$ cat src/rtl/cf_spi_target_pkg.sv
// Shared register map, status/mask bit positions and SPI mode for the SPI target.
package cf_spi_target_pkg;

    localparam logic [1:0] RXDATA = 2'd0;
    localparam logic [1:0] TXDATA = 2'd1;
    localparam logic [1:0] STATUS = 2'd2;
    localparam logic [1:0] IM     = 2'd3;

    localparam int ST_RX_VALID = 0;
    localparam int ST_TX_FULL  = 1;
    localparam int ST_RX_OVF   = 2;
    localparam int ST_TX_UDF   = 3;
    localparam int ST_BUSY     = 4;

    localparam int IM_RX_VALID = 0;
    localparam int IM_TX_EMPTY = 1;
    localparam int IM_RX_OVF   = 2;
    localparam int IM_TX_UDF   = 3;

    // {CPOL, CPHA}
    localparam logic [1:0] SPI_MODE = 2'b00;

    function automatic logic [3:0] irq_src(input logic rx_valid, input logic tx_full,
                                           input logic rx_ovf, input logic tx_udf);
        logic [3:0] s;
        s              = '0;
        s[IM_RX_VALID] = rx_valid;
        s[IM_TX_EMPTY] = ~tx_full;
        s[IM_RX_OVF]   = rx_ovf;
        s[IM_TX_UDF]   = tx_udf;
        return s;
    endfunction

endpackage

$ cat src/rtl/cf_spi_target_sync.sv
// Multi-flop synchroniser for one asynchronous SPI pin, with selectable reset level.
module cf_sync #(
    parameter int   STAGES  = 2,
    parameter logic RST_VAL = 1'b0
) (
    input  logic clk_i,
    input  logic rst_ni,
    input  logic d_i,
    output logic q_o
);

    logic [STAGES-1:0] sync_q, sync_d;

    always_comb sync_d = {sync_q[STAGES-2:0], d_i};

    always_ff @(posedge clk_i or negedge rst_ni) begin
        if (!rst_ni) sync_q <= {STAGES{RST_VAL}};
        else         sync_q <= sync_d;
    end

    assign q_o = sync_q[STAGES-1];

endmodule

$ cat src/rtl/cf_spi_target.sv
// SPI mode-0 target with byte-wide RX/TX holding registers behind a Wishbone classic slave.
module cf_spi_target
    import cf_spi_target_pkg::*;
#(
    parameter logic [7:0] FILL        = 8'hFF,
    parameter int          SYNC_STAGES = 2
) (
    input  logic        clk_i,
    input  logic        rst_ni,
    input  logic [31:0] adr_i,
    input  logic [31:0] dat_i,
    output logic [31:0] dat_o,
    input  logic [3:0]  sel_i,
    input  logic        cyc_i,
    input  logic        stb_i,
    input  logic        we_i,
    output logic        ack_o,
    output logic        IRQ,
    input  logic        sclk,
    input  logic        csb,
    input  logic        mosi,
    output logic        miso,
    output logic        miso_oe
);

    logic sclk_s, csb_s, mosi_s;

    // csb idles high so the chain resets high; no spurious fall after reset.
    cf_sync #(.STAGES(SYNC_STAGES), .RST_VAL(1'b0)) u_sync_sclk (
        .clk_i(clk_i), .rst_ni(rst_ni), .d_i(sclk), .q_o(sclk_s));
    cf_sync #(.STAGES(SYNC_STAGES), .RST_VAL(1'b1)) u_sync_csb (
        .clk_i(clk_i), .rst_ni(rst_ni), .d_i(csb), .q_o(csb_s));
    cf_sync #(.STAGES(SYNC_STAGES), .RST_VAL(1'b0)) u_sync_mosi (
        .clk_i(clk_i), .rst_ni(rst_ni), .d_i(mosi), .q_o(mosi_s));

    logic        sclk_prev_q, sclk_prev_d;
    logic        csb_prev_q, csb_prev_d;
    logic        ack_q, ack_d;
    logic [31:0] dat_q, dat_d;
    logic        irq_q, irq_d;
    logic [7:0]  rx_shift_q, rx_shift_d;
    logic [2:0]  bit_cnt_q, bit_cnt_d;
    logic        reload_q, reload_d;
    logic [7:0]  tx_shift_q, tx_shift_d;
    logic [7:0]  tx_buf_q, tx_buf_d;
    logic        tx_full_q, tx_full_d;
    logic [7:0]  rx_data_q, rx_data_d;
    logic        rx_valid_q, rx_valid_d;
    logic        rx_ovf_q, rx_ovf_d;
    logic        tx_udf_q, tx_udf_d;
    logic [3:0]  im_q, im_d;
    logic        oe_q, oe_d;

    logic       req, wr, rd, rd_rx;
    logic [1:0] addr;
    logic       sclk_lvl, sclk_rise, sclk_fall, csb_fall, csb_rise;
    logic       spi_rise, spi_fall, load;
    logic       unused_bus;

    assign unused_bus = ^{sel_i, adr_i[31:4], adr_i[1:0], dat_i[31:8]};

    assign req   = cyc_i & stb_i & ~ack_q;
    assign wr    = req & we_i;
    assign rd    = req & ~we_i;
    assign addr  = adr_i[3:2];
    assign rd_rx = rd && (addr == RXDATA);

    assign sclk_lvl  = sclk_s ^ SPI_MODE[1];
    assign sclk_rise = sclk_lvl & ~sclk_prev_q;
    assign sclk_fall = ~sclk_lvl & sclk_prev_q;
    assign csb_fall  = ~csb_s & csb_prev_q;
    assign csb_rise  = csb_s & ~csb_prev_q;
    assign spi_rise  = sclk_rise & ~csb_s & ~csb_fall;
    assign spi_fall  = sclk_fall & ~csb_s & ~csb_fall;
    // A new TX byte is fetched at frame start and on the first fall after each full byte.
    assign load      = csb_fall | (spi_fall & reload_q);

    always_comb begin
        sclk_prev_d = sclk_lvl;
        csb_prev_d  = csb_s;
        ack_d       = req;
        dat_d       = '0;
        rx_shift_d  = rx_shift_q;
        bit_cnt_d   = bit_cnt_q;
        reload_d    = reload_q;
        tx_shift_d  = tx_shift_q;
        tx_buf_d    = tx_buf_q;
        tx_full_d   = tx_full_q;
        rx_data_d   = rx_data_q;
        rx_valid_d  = rx_valid_q;
        rx_ovf_d    = rx_ovf_q;
        tx_udf_d    = tx_udf_q;
        im_d        = im_q;
        oe_d        = oe_q;
        irq_d       = |(im_q & irq_src(rx_valid_q, tx_full_q, rx_ovf_q, tx_udf_q));

        if (rd) begin
            case (addr)
                RXDATA: dat_d[7:0] = rx_data_q;
                STATUS: begin
                    dat_d[ST_RX_VALID] = rx_valid_q;
                    dat_d[ST_TX_FULL]  = tx_full_q;
                    dat_d[ST_RX_OVF]   = rx_ovf_q;
                    dat_d[ST_TX_UDF]   = tx_udf_q;
                    dat_d[ST_BUSY]     = ~csb_s;
                end
                IM:      dat_d[3:0] = im_q;
                default: dat_d = '0;
            endcase
        end
        if (rd_rx) rx_valid_d = 1'b0;
        // Bus clears are applied before engine sets so a simultaneous set wins.
        if (wr && addr == STATUS) begin
            if (dat_i[ST_RX_OVF]) rx_ovf_d = 1'b0;
            if (dat_i[ST_TX_UDF]) tx_udf_d = 1'b0;
        end
        if (wr && addr == IM) im_d = dat_i[3:0];

        if (csb_rise) begin
            bit_cnt_d = '0;
            reload_d  = 1'b0;
            oe_d      = 1'b0;
        end
        if (csb_fall) begin
            bit_cnt_d = '0;
            reload_d  = 1'b0;
            oe_d      = 1'b1;
        end

        if (load) begin
            if (tx_full_q) begin
                tx_shift_d = tx_buf_q;
                tx_full_d  = 1'b0;
            end else begin
                tx_shift_d = FILL;
                tx_udf_d   = 1'b1;
            end
            reload_d = 1'b0;
        end else if (spi_fall) begin
            tx_shift_d = {tx_shift_q[6:0], 1'b0};
        end

        if (spi_rise) begin
            rx_shift_d = {rx_shift_q[6:0], mosi_s};
            if (bit_cnt_q == 3'd7) begin
                bit_cnt_d = '0;
                reload_d  = 1'b1;
                // A same-cycle RXDATA read has already taken the old byte.
                if (!rx_valid_q || rd_rx) begin
                    rx_data_d  = rx_shift_d;
                    rx_valid_d = 1'b1;
                end else begin
                    rx_ovf_d = 1'b1;
                end
            end else begin
                bit_cnt_d = bit_cnt_q + 3'd1;
            end
        end

        if (wr && addr == TXDATA) begin
            tx_buf_d  = dat_i[7:0];
            tx_full_d = 1'b1;
        end
    end

    always_ff @(posedge clk_i or negedge rst_ni) begin
        if (!rst_ni) begin
            sclk_prev_q <= 1'b0;
            csb_prev_q  <= 1'b1;
            ack_q       <= 1'b0;
            dat_q       <= '0;
            irq_q       <= 1'b0;
            rx_shift_q  <= '0;
            bit_cnt_q   <= '0;
            reload_q    <= 1'b0;
            tx_shift_q  <= '0;
            tx_buf_q    <= '0;
            tx_full_q   <= 1'b0;
            rx_data_q   <= '0;
            rx_valid_q  <= 1'b0;
            rx_ovf_q    <= 1'b0;
            tx_udf_q    <= 1'b0;
            im_q        <= '0;
            oe_q        <= 1'b0;
        end else begin
            sclk_prev_q <= sclk_prev_d;
            csb_prev_q  <= csb_prev_d;
            ack_q       <= ack_d;
            dat_q       <= dat_d;
            irq_q       <= irq_d;
            rx_shift_q  <= rx_shift_d;
            bit_cnt_q   <= bit_cnt_d;
            reload_q    <= reload_d;
            tx_shift_q  <= tx_shift_d;
            tx_buf_q    <= tx_buf_d;
            tx_full_q   <= tx_full_d;
            rx_data_q   <= rx_data_d;
            rx_valid_q  <= rx_valid_d;
            rx_ovf_q    <= rx_ovf_d;
            tx_udf_q    <= tx_udf_d;
            im_q        <= im_d;
            oe_q        <= oe_d;
        end
    end

    assign ack_o   = ack_q;
    assign dat_o   = dat_q;
    assign IRQ     = irq_q;
    assign miso_oe = oe_q;
    assign miso    = oe_q & tx_shift_q[7];

endmodule

$ cat config.mk
export PLATFORM = sky130hd
export DESIGN_NAME = cf_spi_target
export DESIGN_NICKNAME = d
export VERILOG_FILES = /design/src/rtl/cf_spi_target_pkg.sv /design/src/rtl/cf_spi_target_sync.sv /design/src/rtl/cf_spi_target.sv
export SDC_FILE = /design/constraint.sdc
export NUM_CORES = 1
export LEC_CHECK = 0
export ABC_AREA = 0
export BUFFER_PORTS_ARGS = -buffer_cell sky130_fd_sc_hd__buf_2
export CAP_MARGIN = 5
export CORE_ASPECT_RATIO = 1.75
export CORE_MARGIN = 8
export CORE_UTILIZATION = 35
export CTS_BUF_LIST = sky130_fd_sc_hd__clkbuf_4 sky130_fd_sc_hd__clkbuf_8
export DETAILED_ROUTE_END_ITERATION = 10
export SYNTH_ARGS = -nofsm -noshare
export SYNTH_HDL_FRONTEND = slang
export SYNTH_HIERARCHICAL = 1
export SYNTH_SLANG_ARGS = --single-unit
$ cat constraint.sdc
create_clock -name clk_i -period 2.05 [get_ports clk_i]
set_clock_uncertainty 0.15 [all_clocks]
set_input_delay 0.41 -clock clk_i [delete_from_list [all_inputs] [get_ports clk_i]]
set_output_delay 0.41 -clock clk_i [all_outputs]
set_load 0.03 [all_outputs]
== After elaboration in Yosys (flattened, before gate mapping) ==
Index checks and enable logic that the tools add are counted.
Word-level totals
  register bits after elaboration: 62
Cells by class
  add/subtract/negate cells: 1
  eq/ne operators: 4
  mux-type cells: 33
  bitwise gates (word level): 24
  reductions and logical operators: 13
Operator list (number)
  $mux 8: 4
  $mux 1: 22
  $mux 3: 5
  $and 1x1->1: 14
  $pmux 4 s3: 1
  $not 1->1: 8
  $reduce_bool 2->1: 3
  $and 4x4->4: 1
  $eq 2x2->1 const B: 2
  $logic_and 1x1->1: 4
  $reduce_or 4->1: 1
  $add 3x1->3 const B: 1
  $eq 3x3->1 const B: 1
  $reduce_and 3->1: 1
  $reduce_bool 3->1: 1
  $eq 2x1->1 const B: 1
  $logic_not 2->1: 1
  $pmux 1 s2: 1
  $logic_not 1->1: 1
  $logic_or 1x1->1: 1
  $or 1x1->1: 1

== Depth between registers and ports, before layout ==
  depth in word-level cells: 9
  gate-level depth with buffers: 6

== Cells and area by module ==
Netlist, hierarchy kept.
By module, submodules not included
  cf_spi_target: times used 1, cells an instance 213, area an instance 2572.5 µm², seq. area each 1402.6 µm²
  cf_sync (u_sync_mosi ...): times used 2, cells an instance 2, area an instance 50.0 µm², seq. area each 50.0 µm²
  cf_sync (u_sync_csb): times used 1, cells an instance 2, area an instance 52.6 µm², seq. area each 52.6 µm²

== Worst setup path after synthesis ==
No wires, ideal clock.
  path kind: reg-to-reg
  from: register u_sync_csb.sync_q[1]
  to: register rx_shift_q[3]
  library setup time: 0.125 ns
  arrival: 1.800 ns
  setup slack: -0.025 ns
  cell stages (with the launch flop): 6
  buffers on the path: 1
  path through: dfstp_2 inv_1 ha_1 nor4b_4 buf_4 mux2_2
Between the ends
  longest elaborated chain between the ends: 4
Ends and longest elaborated chain
  start: declaration: RTL line cf_spi_target_sync.sv:12  | logic [STAGES-1:0] sync_q, sync_d;
  start signal: assignment: RTL line cf_spi_target_sync.sv:17  | if (!rst_ni) sync_q <= {STAGES{RST_VAL}};
  start signal: assignment: RTL line cf_spi_target_sync.sv:18  | else sync_q <= sync_d;
  $not 1->1: RTL line cf_spi_target.sv:71  | assign csb_fall = ~csb_s & csb_prev_q;
  $and 1x1->1: RTL line cf_spi_target.sv:71
  net csb_fall: RTL line cf_spi_target.sv:56  | logic sclk_lvl, sclk_rise, sclk_fall, csb_fall, csb_rise;
  $not 1->1: RTL line cf_spi_target.sv:73  | assign spi_rise = sclk_rise & ~csb_s & ~csb_fall;
  $and 1x1->1: RTL line cf_spi_target.sv:73
  end signal: assignment: RTL line cf_spi_target.sv:191  | rx_shift_q <= rx_shift_d;
  end: declaration: RTL line cf_spi_target.sv:41  | logic [7:0] rx_shift_q, rx_shift_d;
The timed path passes the listed nets, and every way through them passes these cells.
A chain may end at the register's enable or synchronous reset.

== Worst setup path after layout ==
  from: register u_sync_csb.sync_q[1]
  to: register rx_shift_q[0]
The elaborated chain is that of the path after synthesis.

==> flow_results.org <==
** CTS
- TritonCTS built the clock tree.
- Number of buffers inserted by post-CTS setup repair :: 0
- The H-tree was split into 3 levels.
- Clock buffers created by TritonCTS :: 9
- Counting every sink on the clock net gives a little over 60.
- After clock tree synthesis, the repair step resized 0 gates.
- For this design, the CTS-stage hold fixing added 2 buffers.
- Clock latency on the worst-skew pair, taken at its later pin, is between 0.3 and 0.4 ns.
- Buffer cell driving the clock tree root :: sky130_fd_sc_hd__clkbuf_8
- Clock Path Buffers :: 2
- Clock-pin slew was measured on the worst setup and hold paths at 0.06 ns.

** Power and ir drop
- Summed over all cells, the static leakage comes to 1.54 nW.
- Across the VDD grid, the largest voltage drop is 0.423 mV.
- Areal power density over the cells :: 980 mW/mm^2
- PnR Total Power :: about 3.1 mW

** Timing
- Post-route setup TNS :: 0 ns
- The count of endpoints failing hold in the final timing report came to 0.
- After layout, the minimum clock period comes to between 1.5 and 2 ns.
- Count of endpoints failing setup in the final report :: 0
- Dividing the final minimum period by the clock period gives 0.959.
- Number of max-slew violations in the final report :: 0
- Setup repair after global routing left no endpoint under its margin.
- Final worst hold slack :: around 0.026 ns
- Timing-limited maximum frequency :: 509 MHz

** Layout
- Final instance area :: between 0.003 and 0.004 sq mm
- Highest-count cells in the layout ignoring fill and taps :: sky130_fd_sc_hd__dfrtp_1 (59), sky130_fd_sc_hd__mux2_2 (32), sky130_fd_sc_hd__buf_2 (29)
- Commonest non-fill, non-tap cell in the layout :: sky130_fd_sc_hd__dfrtp_1
- The net count of the finished layout is ~340.
- After filler insertion, the fill cell instance count of the layout stands at approximately 730.
- Proportion of layout cells with a drive suffix above 1 :: 0.367
- Post-synthesis to final-layout area growth :: 17.5%
- Diode count :: 0
- The finished layout holds 355 standard cells, fillers aside.
- Multi-input logic area :: about 0.0010 sq mm
- The sequential cells in the finished layout cover a total of between 0.0015 and 0.002 sq mm.

** Yosys
- After synthesis, the share of flip-flops with an asynchronous set or reset is 1.00.
- Of the post-synthesis cell area, the dominant cell type holds 0.542.
- For this run, the number of Yosys warnings is 6.
- Summed over all instances, the cell type with the most area after synthesis is sky130_fd_sc_hd__dfrtp_1.
- Largest family of logic cells by synthesized area :: multiplexers
- Count of mapped cells out of synthesis :: 219
- In this run the mean area of a mapped cell was 12.4 sq um.
- Share of synthesized cell area in and, or, nand and nor gates :: 0.111
- Ranked by total cell area, the synthesized netlist is headed by sky130_fd_sc_hd__dfrtp_1 (54%), sky130_fd_sc_hd__mux2_2 (13%), sky130_fd_sc_hd__buf_4 (6.9%), sky130_fd_sc_hd__dfstp_2 (2.9%), sky130_fd_sc_hd__nor2_1 (2.6%).
- Sequential area share after synthesis :: 0.571
- In the synthesized netlist the dominant register cell turns out to be sky130_fd_sc_hd__dfrtp_1.
- The synthesized netlist occupies a cell area of approximately 0.0027 sq mm.
- The synthesized design contains 0 enable-type register cells.
- Fraction of the mapped netlist area in compound gates :: 0.0794
- Counting distinct cell types in the post-synthesis netlist gives 33.
- Post-synthesis share of cell area spent on full adders, half adders and majority gates :: 0.0184
- Of the post-synthesis cell area, the part taken by muxes is 0.136.
- Post-synthesis sequential element count :: slightly above 60
- Xor/xnor share of the synthesized area :: 0

** Routing
- Across all layers, the routed design uses 1685 vias.
- DRT Wirelength :: approximately 5000 microns
- First drt pass iteration count :: 4
- In this run, the number of DRC markers left after iteration 0 of detailed routing was 80.
- The detail route stage leaves a number of antenna-violating nets equal to 0.
- WL per Instance :: around 14 microns
- In the routed layout, each cell is associated on average with a via count of about 4.7.
- In the routed design, unresolved DRC markers number 0.

** Global route
- Across every metal layer, demand over resource in global routing totals 0.0997.
- Summed over all layers, the global routing overflow is 0.
- The number of antenna violations at the first check in global routing is 0.
- Entering global routing, the biggest net connects 63 pins.
- Number of global-route vias before repair :: between 1500 and 2000
- Wire length of the first global-routing pass :: 8280 microns

** Setup path
- Maximum fanout along the worst path :: 9
- Data on the critical path is required at its endpoint by 2.12 ns.
- STA classifies the critical path endpoint as a flip-flop.
- Worst setup path class :: flip-flop to flip-flop
- The worst setup path is launched from a flip-flop.
- For the worst setup path, the data arrival time is just over 2 ns.

** Worst hold path
- Worst min-delay path class :: input pin to flip-flop

** Placement
- Weighted congestion reported at the end of routability-driven placement :: around 0.76
- Input and output buffers added on the ports amount to 29.
- Placed Instances :: ~340
- The HPWL after detailed placement is between 3000 and 4000 microns.
- After detailed placement, the total cell area comes to just under 0.003 sq mm.

** Floorplan
- The die is ~130 microns tall.
- The die covers 0.0110 sq mm.
- The floorplan step defined a core boundary enclosing approximately 0.0076 sq mm.
- In this run the count of I/O pins placed on the die edge is between 100 and 150.
- Row generation in the floorplan step produced 42 rows.
- Width of the die :: ~83 microns
- Initial Utilization :: 0.360

** Job
- Number of maximum-capacitance violations :: 0

** Outcome
- The flow ran to the end, and the final reports show no timing, DRC or antenna violations.
kinds of logic (layout without fill, tap and decap cells):
| group | after synthesis | count (layout) |
|---|---|---|
| mux | 33 | 33 |
| flops | 62 | 62 |
| fa+ha+maj | 4 | 4 |
| other cells | 1 | 24 |
| buf+inv | 34 | 59 |
| simple gates | 54 | 54 |
| compound gates | 31 | 31 |
sequential cells by signal, indices dropped and copies added (netlist names), 2 cells and up:
| register | flops |
|---|---|
| dat_o | 8 |
| rx_data_q | 8 |
| tx_buf_q | 8 |
| tx_shift_q | 8 |
| rx_shift_q | 7 |
| im_q | 4 |
| bit_cnt_q | 3 |
| u_sync_csb/sync_q | 2 |
| u_sync_mosi/sync_q | 2 |
| u_sync_sclk/sync_q | 2 |
worst paths after layout:
| path | end | depth (start not counted) | from | slack, ns |
|---|---|---|---|---|
| worst min-delay path | u_sync_mosi/sync_q[0] | 1 | mosi | 0.03 |
| worst min register to register | u_sync_mosi/sync_q[1] | 0 | u_sync_mosi/sync_q[0] | 0.20 |
| worst max-delay path | rx_shift_q[0] | 5 | u_sync_csb/sync_q[1] | 0.08 |
| worst max register to register | rx_shift_q[0] | 5 | u_sync_csb/sync_q[1] | 0.08 |
| max in group asynchronous | csb_prev_q | 3 | rst_ni | 0.98 |
| min in group asynchronous | dat_o[4] | 3 | rst_ni | 0.44 |
through the flow:
stage,utilization,worst slack [ns]
finish,0.423,0.0839
global route,0.423,0.00734
CTS,0.423,0.0591
detailed placement,0.389,0.0697
global placement,0.389,0.0752
floorplan,-,-0.00280
cell usage after synthesis (2+ instances only):
cell and count:
sky130_fd_sc_hd__o21a_1 2, sky130_fd_sc_hd__buf_2 4, sky130_fd_sc_hd__and2_1 4, sky130_fd_sc_hd__nor2_1 19, sky130_fd_sc_hd__a22oi_1 4, sky130_fd_sc_hd__nor3_1 2, sky130_fd_sc_hd__a21oi_1 5, sky130_fd_sc_hd__nor2b_1 2
sky130_fd_sc_hd__nand2_1 18, sky130_fd_sc_hd__clkbuf_1 2, sky130_fd_sc_hd__buf_4 25, sky130_fd_sc_hd__o21ai_0 9, sky130_fd_sc_hd__dfrtp_1 59, sky130_fd_sc_hd__o22ai_1 2, sky130_fd_sc_hd__nand3b_1 2, sky130_fd_sc_hd__mux2_2 32
sky130_fd_sc_hd__dfstp_2 3, sky130_fd_sc_hd__ha_1 4, sky130_fd_sc_hd__o22a_1 5, sky130_fd_sc_hd__inv_1 3
area by class of cell:
| class | instances | share of cell area |
|---|---|---|
| well taps | 88 | 0.0344 |
| multi-input cells | 146 | 0.326 |
| clock inverters | 3 | 0.0203 |
| inverters | 3 | 0.00352 |
| flip-flops and latches | 62 | 0.486 |
| clock buffers | 13 | 0.0539 |
| repair buffers | 40 | 0.0766 |
layer usage:
| layer | vias up | track usage | wire [microns] |
|---|---|---|---|
| met2 | 50 | 0.159 | 2610 |
| met4 | 0 | 0.0801 | 170 |
| met1 | 826 | 0.104 | 1860 |
| met5 | - | 0 | 0 |
| met3 | 12 | 0.0265 | 387 |
| li1 | 797 | - | - |
report_power, final:
part	switching (mW)	total, mW	internal, mW	leakage (nW)
Sequential	0.0981	1.48	1.38	0.773
Combinational	0.222	0.409	0.187	0.642
Clock	0.449	1.25	0.796	0.123
Total	0.770	3.14	2.37	1.54
worst max-delay path, cell delays in order, from the launching register on:
cell and delay, ns:
sky130_fd_sc_hd__dfstp_2 0.53, sky130_fd_sc_hd__inv_2 0.05, sky130_fd_sc_hd__ha_4 0.16, sky130_fd_sc_hd__nor4b_4 0.37
sky130_fd_sc_hd__buf_4 0.24, sky130_fd_sc_hd__mux2_2 0.34
No activity file was read; power rests on OpenSTA's default activity.
